--- src/rtl/dma_pkg.sv ---
// ---------------------------------------------------------------------------
// dma_pkg
// Shared definitions for the DMA address generator slice.
//   state_t      : generator FSM states (IDLE / RUN / DONE)
//   DIR_RD/DIR_WR: command direction codes (read drives act1, write drives act2)
//   *_DEF        : default address width, beat-count width and stride
//   dir_legal()  : true for the two legal direction codes
// ---------------------------------------------------------------------------
package dma_pkg;

    localparam int ADDR_W_DEF = 64;
    localparam int LEN_W_DEF  = 16;
    localparam int STRIDE_DEF = 8;

    typedef enum logic [1:0] {
        IDLE = 2'd0,
        RUN  = 2'd1,
        DONE = 2'd2
    } state_t;

    localparam logic [1:0] DIR_RD = 2'b01;
    localparam logic [1:0] DIR_WR = 2'b10;

    function automatic logic dir_legal(input logic [1:0] dir);
        return (dir == DIR_RD) || (dir == DIR_WR);
    endfunction

endpackage

--- src/rtl/dma_addr_gen_if.sv ---
// ---------------------------------------------------------------------------
// dma_addr_gen_if
// Command channel and beat bus of the DMA address generator.
//   cmd_valid/cmd_ready : command handshake. A command transfers on a rising
//                         edge where both are high; the source holds
//                         cmd_addr/cmd_len/cmd_dir stable while cmd_valid is
//                         high and cmd_ready is low.
//   cmd_addr/len/dir    : start address, beat count, direction code
//   stall               : downstream backpressure, freezes beat issue
//   valid_out, end_out, act1_out, act2_out, addr_com : registered beat bus
// Modports:
//   master : command source / beat consumer
//   slave  : the address generator
// ---------------------------------------------------------------------------
interface dma_addr_gen_if #(
    parameter int ADDR_W = 64,
    parameter int LEN_W  = 16
);
    logic              cmd_valid;
    logic              cmd_ready;
    logic [ADDR_W-1:0] cmd_addr;
    logic [LEN_W-1:0]  cmd_len;
    logic [1:0]        cmd_dir;
    logic              stall;
    logic              valid_out;
    logic              end_out;
    logic              act1_out;
    logic              act2_out;
    logic [ADDR_W-1:0] addr_com;

    modport master (
        output cmd_valid, cmd_addr, cmd_len, cmd_dir, stall,
        input  cmd_ready, valid_out, end_out, act1_out, act2_out, addr_com
    );

    modport slave (
        input  cmd_valid, cmd_addr, cmd_len, cmd_dir, stall,
        output cmd_ready, valid_out, end_out, act1_out, act2_out, addr_com
    );
endinterface

--- src/rtl/dma_beat_counter.sv ---
// ---------------------------------------------------------------------------
// dma_beat_counter
// Loadable down-counter of remaining beats.
//   clk, reset : clock, asynchronous active-high reset (clears the count)
//   load       : load load_val (has priority over en)
//   load_val   : beat count of the accepted command
//   en         : one beat issued this edge (already stall-gated by caller)
//   last       : remaining count is exactly one, i.e. next beat is the end
// ---------------------------------------------------------------------------
module dma_beat_counter #(
    parameter int LEN_W = 16
) (
    input  logic             clk,
    input  logic             reset,
    input  logic             load,
    input  logic [LEN_W-1:0] load_val,
    input  logic             en,
    output logic             last
);
    logic [LEN_W-1:0] count;

    always_ff @(posedge clk or posedge reset) begin
        if (reset) begin
            count <= '0;
        end else if (load) begin
            count <= load_val;
        end else if (en && (count != '0)) begin
            count <= count - LEN_W'(1);
        end
    end

    assign last = (count == LEN_W'(1));
endmodule

--- src/rtl/dma_addr_gen.sv ---
// ---------------------------------------------------------------------------
// dma_addr_gen
// Expands one transfer command into a registered per-beat address stream.
// Ports:
//   clk, reset : clock, asynchronous active-high reset
//   bus        : command channel + beat bus (slave side of dma_addr_gen_if)
//   abort      : synchronous cancel, honoured only in RUN
//   busy       : transfer in progress (registered)
//   err        : one-cycle pulse after an illegal command is accepted
//   state_dbg  : current FSM state
// Every output is a register; the always_comb computes the next value of
// each one and the always_ff loads them all on the same edge.
// ---------------------------------------------------------------------------
module dma_addr_gen
    import dma_pkg::*;
#(
    parameter int ADDR_W = ADDR_W_DEF,
    parameter int LEN_W  = LEN_W_DEF,
    parameter int STRIDE = STRIDE_DEF
) (
    input  logic         clk,
    input  logic         reset,
    dma_addr_gen_if.slave bus,
    input  logic         abort,
    output logic         busy,
    output logic         err,
    output state_t       state_dbg
);
    state_t            state, state_n;
    logic              cmd_ready_r, cmd_ready_n;
    logic              valid_r, valid_n;
    logic              end_r, end_n;
    logic              act1_r, act1_n;
    logic              act2_r, act2_n;
    logic [ADDR_W-1:0] addr_com_r, addr_com_n;
    logic [ADDR_W-1:0] addr_r, addr_n;
    logic [1:0]        dir_r, dir_n;
    logic              busy_r, busy_n;
    logic              err_n, err_r;
    logic              cnt_load, cnt_en, cnt_last;
    logic              accept, cmd_legal;

    dma_beat_counter #(.LEN_W(LEN_W)) u_cnt (
        .clk      (clk),
        .reset    (reset),
        .load     (cnt_load),
        .load_val (bus.cmd_len),
        .en       (cnt_en),
        .last     (cnt_last)
    );

    assign accept    = bus.cmd_valid && cmd_ready_r;
    assign cmd_legal = (bus.cmd_len != '0) && dir_legal(bus.cmd_dir);

    always_comb begin
        state_n     = state;
        cmd_ready_n = cmd_ready_r;
        valid_n     = 1'b0;
        end_n       = 1'b0;
        act1_n      = act1_r;
        act2_n      = act2_r;
        addr_com_n  = addr_com_r;
        addr_n      = addr_r;
        dir_n       = dir_r;
        busy_n      = busy_r;
        err_n       = 1'b0;
        cnt_load    = 1'b0;
        cnt_en      = 1'b0;

        case (state)
            IDLE: begin
                // cmd_ready rises one cycle after entering IDLE from DONE,
                // which places it two cycles after the end beat.
                cmd_ready_n = 1'b1;
                act1_n      = 1'b0;
                act2_n      = 1'b0;
                busy_n      = 1'b0;
                if (accept) begin
                    if (cmd_legal) begin
                        state_n     = RUN;
                        cmd_ready_n = 1'b0;
                        busy_n      = 1'b1;
                        addr_n      = bus.cmd_addr;
                        dir_n       = bus.cmd_dir;
                        cnt_load    = 1'b1;
                    end else begin
                        err_n = 1'b1;
                    end
                end
            end

            RUN: begin
                if (abort) begin
                    // Abort wins over stall and over the final beat.
                    state_n     = IDLE;
                    cmd_ready_n = 1'b1;
                    act1_n      = 1'b0;
                    act2_n      = 1'b0;
                    addr_com_n  = '0;
                    busy_n      = 1'b0;
                end else if (!bus.stall) begin
                    valid_n    = 1'b1;
                    addr_com_n = addr_r;
                    act1_n     = (dir_r == DIR_RD);
                    act2_n     = (dir_r == DIR_WR);
                    addr_n     = addr_r + ADDR_W'(STRIDE);
                    cnt_en     = 1'b1;
                    if (cnt_last) begin
                        end_n   = 1'b1;
                        state_n = DONE;
                    end
                end
                // Stalled: valid/end drop by default, everything else holds.
            end

            DONE: begin
                state_n    = IDLE;
                act1_n     = 1'b0;
                act2_n     = 1'b0;
                addr_com_n = '0;
                busy_n     = 1'b0;
            end

            default: begin
                state_n     = IDLE;
                cmd_ready_n = 1'b1;
                act1_n      = 1'b0;
                act2_n      = 1'b0;
                addr_com_n  = '0;
                busy_n      = 1'b0;
            end
        endcase
    end

    always_ff @(posedge clk or posedge reset) begin
        if (reset) begin
            state       <= IDLE;
            cmd_ready_r <= 1'b1;
            valid_r     <= 1'b0;
            end_r       <= 1'b0;
            act1_r      <= 1'b0;
            act2_r      <= 1'b0;
            addr_com_r  <= '0;
            addr_r      <= '0;
            dir_r       <= 2'b00;
            busy_r      <= 1'b0;
            err_r       <= 1'b0;
        end else begin
            state       <= state_n;
            cmd_ready_r <= cmd_ready_n;
            valid_r     <= valid_n;
            end_r       <= end_n;
            act1_r      <= act1_n;
            act2_r      <= act2_n;
            addr_com_r  <= addr_com_n;
            addr_r      <= addr_n;
            dir_r       <= dir_n;
            busy_r      <= busy_n;
            err_r       <= err_n;
        end
    end

    assign bus.cmd_ready = cmd_ready_r;
    assign bus.valid_out = valid_r;
    assign bus.end_out   = end_r;
    assign bus.act1_out  = act1_r;
    assign bus.act2_out  = act2_r;
    assign bus.addr_com  = addr_com_r;
    assign busy          = busy_r;
    assign err           = err_r;
    assign state_dbg     = state;
endmodule

--- src/flat_wrapper.sv ---
// flat-port wrapper written by rule: the top's interface ports become plain ports
module dma_addr_gen_flat import dma_pkg::*;
#(
    parameter int ADDR_W = ADDR_W_DEF,
    parameter int LEN_W  = LEN_W_DEF,
    parameter int STRIDE = STRIDE_DEF
)
  (clk, reset, abort, busy, err, state_dbg, bus_cmd_valid, bus_cmd_addr, bus_cmd_len, bus_cmd_dir, bus_stall, bus_cmd_ready, bus_valid_out, bus_end_out, bus_act1_out, bus_act2_out, bus_addr_com);
  dma_addr_gen_if #(.ADDR_W(ADDR_W), .LEN_W(LEN_W)) bus_i ();
  input  logic clk;
  input  logic reset;
  input  logic abort;
  output logic busy;
  output logic err;
  output state_t state_dbg;
  input wire logic [$bits(bus_i.cmd_valid)-1:0] bus_cmd_valid;
  input wire logic [$bits(bus_i.cmd_addr)-1:0] bus_cmd_addr;
  input wire logic [$bits(bus_i.cmd_len)-1:0] bus_cmd_len;
  input wire logic [$bits(bus_i.cmd_dir)-1:0] bus_cmd_dir;
  input wire logic [$bits(bus_i.stall)-1:0] bus_stall;
  output wire logic [$bits(bus_i.cmd_ready)-1:0] bus_cmd_ready;
  output wire logic [$bits(bus_i.valid_out)-1:0] bus_valid_out;
  output wire logic [$bits(bus_i.end_out)-1:0] bus_end_out;
  output wire logic [$bits(bus_i.act1_out)-1:0] bus_act1_out;
  output wire logic [$bits(bus_i.act2_out)-1:0] bus_act2_out;
  output wire logic [$bits(bus_i.addr_com)-1:0] bus_addr_com;
  assign bus_i.cmd_valid = bus_cmd_valid;
  assign bus_i.cmd_addr = bus_cmd_addr;
  assign bus_i.cmd_len = bus_cmd_len;
  assign bus_i.cmd_dir = bus_cmd_dir;
  assign bus_i.stall = bus_stall;
  assign bus_cmd_ready = bus_i.cmd_ready;
  assign bus_valid_out = bus_i.valid_out;
  assign bus_end_out = bus_i.end_out;
  assign bus_act1_out = bus_i.act1_out;
  assign bus_act2_out = bus_i.act2_out;
  assign bus_addr_com = bus_i.addr_com;
  dma_addr_gen #(.ADDR_W(ADDR_W), .LEN_W(LEN_W), .STRIDE(STRIDE)) u_core (.clk(clk), .reset(reset), .bus(bus_i), .abort(abort), .busy(busy), .err(err), .state_dbg(state_dbg));
endmodule
--- config.mk ---
export PLATFORM = sky130hd
export DESIGN_NAME = dma_addr_gen_flat
export DESIGN_NICKNAME = d
export VERILOG_FILES = /design/src/rtl/dma_pkg.sv /design/src/rtl/dma_addr_gen_if.sv /design/src/rtl/dma_beat_counter.sv /design/src/rtl/dma_addr_gen.sv /design/src/flat_wrapper.sv
export SDC_FILE = /design/constraint.sdc
export NUM_CORES = 1
export LEC_CHECK = 0
export CAP_MARGIN = 0
export CORE_AREA = 2 2 129 131
export CTS_CLUSTER_DIAMETER = 40
export DETAILED_ROUTE_END_ITERATION = 10
export DIE_AREA = 0 0 131 133
export GPL_TIMING_DRIVEN = 0
export HOLD_SLACK_MARGIN = 0.03
export PLACE_DENSITY = 0.77
export SETUP_SLACK_MARGIN = 0.1
export SLEW_MARGIN = 10
export SYNTH_ARGS = -nofsm -noshare
export SYNTH_HDL_FRONTEND = slang
export SYNTH_SLANG_ARGS = --single-unit
--- constraint.sdc ---
create_clock -name clk -period 15.1 [get_ports clk]
set_input_delay 2.265 -clock clk [delete_from_list [all_inputs] [get_ports clk]]
set_output_delay 2.265 -clock clk [all_outputs]
set_load 0.005 [all_outputs]
==> metrics.yaml, run 1 <==
cp_common_cell: "buf_4"
grt_pass1_vias: 7446
dp.cells: 1213
hold_class: "reg2reg"
drv_slew: 0
core_um2: 16200
pre_cts_ws_ns: 10.19
r2r_start: "u_core.state_dbg[1]"
clock_skew_ns: 0.0101
synth.avg_cell_area_um2: 9.51
grt_first_pass_wirelength_um: 42500
cts_buffers: 17
cts.htree.levels: 4
tns_ns: 0
r2r-end: "u_core.addr_r[24]"
path_clk_slew_ns: 0.06
drc: 0
area_growth_pct: 32.0
hpwlAfterDp_um: 19600
drtIter0Drc: 1115
start_util: 0.490
crit_arrival_ns: 4.87
synth_seq_cells: 155
cts_sinks: 155
crit_start: "bus_stall"
synth_edf_count: 0
crit_slowest_cell: "clkdlybuf4s50_1"
startpoint_type: "input pin"
irDropWorstVdd_mv: 0.0946
portBuffers: 159
die_w_um: 131
track_usage: 0.324
worst_slack_ns: 10.55
rsz0062_at_grt: "no"
firstDrtPassIters: 6
final_cell_mix: "clkdlybuf4s50_1, dfrtp_1, nand2_1"
crit_path_cell_trace: "clkdlybuf4s50_1 -> or3_1 -> buf_4 -> clkinv_2 -> buf_4 -> a21oi_2 -> clkbuf_1 -> a21oi_1 -> o22a_1"
cts_buffer_depth: 2
path_class: "in2reg"
r2r_setup_slack_ns: 12.26
fmax_mhz: 220
cpPeakStageDelay_ns: 0.62
holdWs_ns: 0.476
ys_types: 73
crit_path_end: "u_core.addr_r[24]"
worstMarginPinSlew_ns: 0.873
vias: 7954
place.gp.congestion: 0.978
status: "finished, final reports clean"
grt_max_degree: 88
fin_nets: 1102
stdcell_count: 1244
synthCells: 833
routedWlPerCell_um: 22.5
post_cts_resized: 0
post-route-period-util: 0.301
die_h_um: 133
period_needed_ns: 4.55
ys_async_sr_fraction: 1.00
via_per_inst: 6.39
relSlewSlack: 0.418
grt-ovfl-total: 0
final_common_cell: "clkdlybuf4s50_1"
syn-num-nets: 923
detail-route-antenna-nets: 0
syn-cell-area_um2: 7920
yosysSeqAreaShare: 0.490
path_delay_family: "buffers and inverters"
dieArea_um2: 17400
num_antenna_cells: 0
crit_required_ns: 15.42
cts_tree: "yes"
setup_violations: 0
r2r_cells: 9
placed_cell_area_um2: 9820
grt_antenna_before_repair: 0
yosys_warnings: 0
wl_um: 28000
endpoint_kind: "flop"
cts_setup_buffers: 0
drive_gt1_frac: 0.0830
worst-path-max-fanout: 10
timing.final.hold_violations: 0
rows: 47
power.leakage_uw: 0.00422
path_depth: 9
clock_latency_ns: 0.44
cts_root_buffer: "clkbuf_16"
synth_ff_type: "dfrtp_1"
stdcell_area_um2: 10500
crit_buf_inv: 5
cap_violations: 0
ctsHoldBuffers: 0
num_io_pins: 160
p_per_area_nw_per_um2: 174
[report_power, final]
group	total [uW]	internal (uW)	switching (uW)
Sequential	750	572	178
Combinational	598	292	306
Clock	471	291	180
Total	1820	1160	664
[synth_stat cells, types with 6 or more instances]
cell type,count,area share
nand4_1,16,0.013
clkbuf_1,36,0.017
and3_1,14,0.011
dfrtp_1,154,0.49
o21ai_0,42,0.027
buf_2,15,0.0095
a31oi_1,9,0.0071
o22a_1,11,0.012
nor2_1,56,0.027
inv_1,11,0.0052
or3_1,10,0.0079
nor4_1,9,0.0071
a21oi_1,78,0.049
a22o_1,64,0.071
nor3_1,24,0.015
nand2b_1,6,0.0047
or4_1,6,0.0057
nand3_1,35,0.022
a2bb2oi_1,7,0.0077
nand2_1,92,0.044
o22ai_1,19,0.015
[how the worst min path moves through the flow]
stage / start / endpoint / slack, ns / cells past startpoint
after detailed placement: u_core.addr_r[2] / u_core.addr_r[2] / 0.47 / 2
final: u_core.addr_r[2] / u_core.addr_r[2] / 0.48 / 2
after global routing: u_core.bus.addr_com[18] / u_core.bus.addr_com[18] / 0.52 / 1
after global placement: u_core.addr_r[1] / u_core.addr_r[1] / 0.46 / 2
after floorplan: u_core.addr_r[0] / u_core.addr_r[0] / 0.45 / 2
after CTS: u_core.addr_r[0] / u_core.addr_r[0] / 0.48 / 2
[cells by family (layout without fill, tap and decap cells)]
kind of cell               Yosys count  in the layout  synth area share
buffers and inverters               72            263            0.0411
and+or+nand+nor                    310            310             0.207
adders and majority gates            3              3           0.00474
muxes                                2              2           0.00253
xor gates and xnor gates             7              7           0.00774
DFF                                155            155             0.490
AOI/OAI and AO/OA                  284            284             0.247
[area by class of cell]
cell class / count / area [um2]
plain buffers: 59 / 275
flip-flops and latches: 155 / 3880
well taps: 220 / 275
fillers: 1340 / 5720
repair buffers: 160 / 1620
clock inverters: 13 / 200
multi-input cells: 606 / 3720
clock buffers: 18 / 429
inverters: 13 / 57.6
[sequential cells by signal, summed over array words and instances (netlist names)]
signal                flops
u_core.bus.act2_out       1
u_core.dir_r              2
u_core.bus.act1_out       1
u_core.bus.addr_com      64
u_core.u_cnt.count       16
u_core.bus.end_out        1
u_core.state_dbg          2
u_core.bus.cmd_ready      1
u_core.err                1
u_core.bus.valid_out      1
u_core.busy               1
u_core.addr_r            64
[worst register-to-register path, stage by stage (launching register included)]
cell and delay (ns):
dfrtp_1 0.46, nand2b_1 0.30, or3_1 0.15, buf_4 0.20
clkinv_2 0.12, buf_4 0.20, a21oi_2 0.41, clkbuf_1 0.60
a21oi_1 0.10, o22a_1 0.20
[per-stage QoR]
step	total power (uW)	util
CTS	1800	0.646
global route	1900	0.646
finish	1820	0.646
floorplan	1040	-
global placement	1320	0.605
detailed placement	1330	0.608
[routing by layer]
metal  share of wire  GRT usage
met5               0          0
met4           0.036      0.129
met3           0.095     0.0518
met2            0.45      0.477
met1            0.42      0.480
Power figures use the tool's default switching activity.
==> inputs of run 2 (changes only) <==
- clock period: 15.1 -> 4.5 ns (I/O delays scaled with it)
==> metrics.yaml, run 2 (synthesis results as in run 1) <==
status: "finished, final reports clean"
portBuffers: 159
p_clk_frac: 0.250
clock_latency_ns: 0.43
wl_um: 27900
drc: 0
grt_max_degree: 39
clock_skew_ns: 0.00743
dieArea_um2: 17400
num-fill-cells: 1325
drv_slew: 0
cts.htree.levels: 4
path_class: "in2reg"
grt-ovfl-total: 0
fmax_mhz: 332
drive_gt1_frac: 0.0875
firstDrtPassIters: 8
cts_root_buffer: "clkbuf_16"
grt_antenna_before_repair: 0
combPwrFrac: 0.332
area_growth_pct: 32.5
cap_violations: 0
relSlewSlack: 0.401
tns_ns: 0
vias: 8057
worstMarginPinSlew_ns: 0.891
num_io_pins: 160
post_cts_resized: 0
rows: 47
worst-path-max-fanout: 10
path_clk_slew_ns: 0.07
regArea_um2: 3880
ctsHoldBuffers: 0
grt_pass1_vias: 7610
routedWlPerCell_um: 22.3
p_per_area_nw_per_um2: 577
die_h_um: 133
final_cell_mix: "clkdlybuf4s50_1, dfrtp_1, nand2_1"
detail-route-antenna-nets: 0
multi_input_area_um2: 3720
die_w_um: 131
crit_required_ns: 4.82
rsz0062_at_grt: "no"
power.leakage_uw: 0.00423
startpoint_type: "input pin"
via_per_inst: 6.46
num_antenna_cells: 0
cts_sinks: 155
fin_nets: 1105
period_needed_ns: 3.02
setup_violations: 0
power_uw: 6050
p_sw_frac: 0.374
core_um2: 16200
post-route-period-util: 0.670
start_util: 0.490
p_sw_uw: 2260
grt_first_pass_wirelength_um: 42700
timing.final.hold_violations: 0
hold_class: "reg2reg"
hpwlAfterDp_um: 19700
r2r_setup_slack_ns: 1.60
cts_tree: "yes"
p_int_uw: 3790
drtIter0Drc: 1040
cts_setup_buffers: 0
cts_buffer_depth: 2
final_common_cell: "clkdlybuf4s50_1"
endpoint_kind: "flop"
place.gp.congestion: 0.960
track_usage: 0.325
crit_arrival_ns: 3.34
irDropWorstVdd_mv: 0.310
seqPwrFrac: 0.418
cts_buffers: 17
==> run 2: cell types whose count changed in the layout (fill, tap and decap cells not counted), sizes merged <==
cell,delta
bufinv,-2
clkbuf,-1
clkinv,-1
inv,+3
clkinvlp,+2
buf,+3
==> run 2: power groups by stage <==
stage | Clock [uW] | Combinational [uW] | Sequential [uW]
6_report | 1510 | 2010 | 2530
5_1_grt | 1570 | 2170 | 2590
4_1_cts | 1520 | 1990 | 2500
3_5_place_dp | 0 | 1960 | 2510
3_3_place_gp | 0 | 1920 | 2500
2_1_floorplan | 0 | 1120 | 2370
==> run 2: routing by layer <==
metal  global-route usage  vias up  share of wire
li1                     -     3501              -
met5                    0        -              0
met3               0.0554       87           0.10
met1                0.471     3901           0.41
met4                0.130        0          0.034
met2                0.486      568           0.45
==> run 2: area by class of cell <==
class | count | share of cell area
Inverter | 13 | 0.00513
Clock inverter | 15 | 0.0181
Tap cell | 220 | 0.0262
Clock buffer | 17 | 0.0406
Buffer | 59 | 0.0262
Multi-Input combinational cell | 606 | 0.354
Sequential cell | 155 | 0.370
Timing Repair Buffer | 163 | 0.159
==> run 2: metrics by stage <==
step	cells	setup slack [ns]	instance area, um2	hold slack [ns]	utilization
after detailed placement	1216	1.20	9870	0.466	0.611
after global routing	1248	1.34	10500	0.497	0.649
after floorplan	833	1.87	7920	0.446	-
after global placement	1212	0.526	9790	0.461	0.605
final	1248	1.48	10500	0.478	0.649
after CTS	1248	1.62	10500	0.482	0.649
==> run 2: final timing paths <==
path | startpoint | endpoint | cells past startpoint
setup / recovery | bus_stall | u_core.addr_r[5] | 9
hold / removal | u_core.addr_r[1] | u_core.addr_r[1] | 2
setup reg to reg | u_core.state_dbg[1] | u_core.addr_r[5] | 9
hold reg to reg | u_core.addr_r[1] | u_core.addr_r[1] | 2
max in group asynchronous | reset | u_core.addr_r[49] | 4
min in group asynchronous | reset | u_core.bus.addr_com[4] | 2
==> run 2: critical path, cell delays in order <==
cell	delay [ns]
clkdlybuf4s50_1	0.62
or3_1	0.15
buf_4	0.20
clkinv_2	0.11
buf_4	0.19
a21oi_2	0.42
clkbuf_1	0.64
nor2_1	0.12
o22a_1	0.20
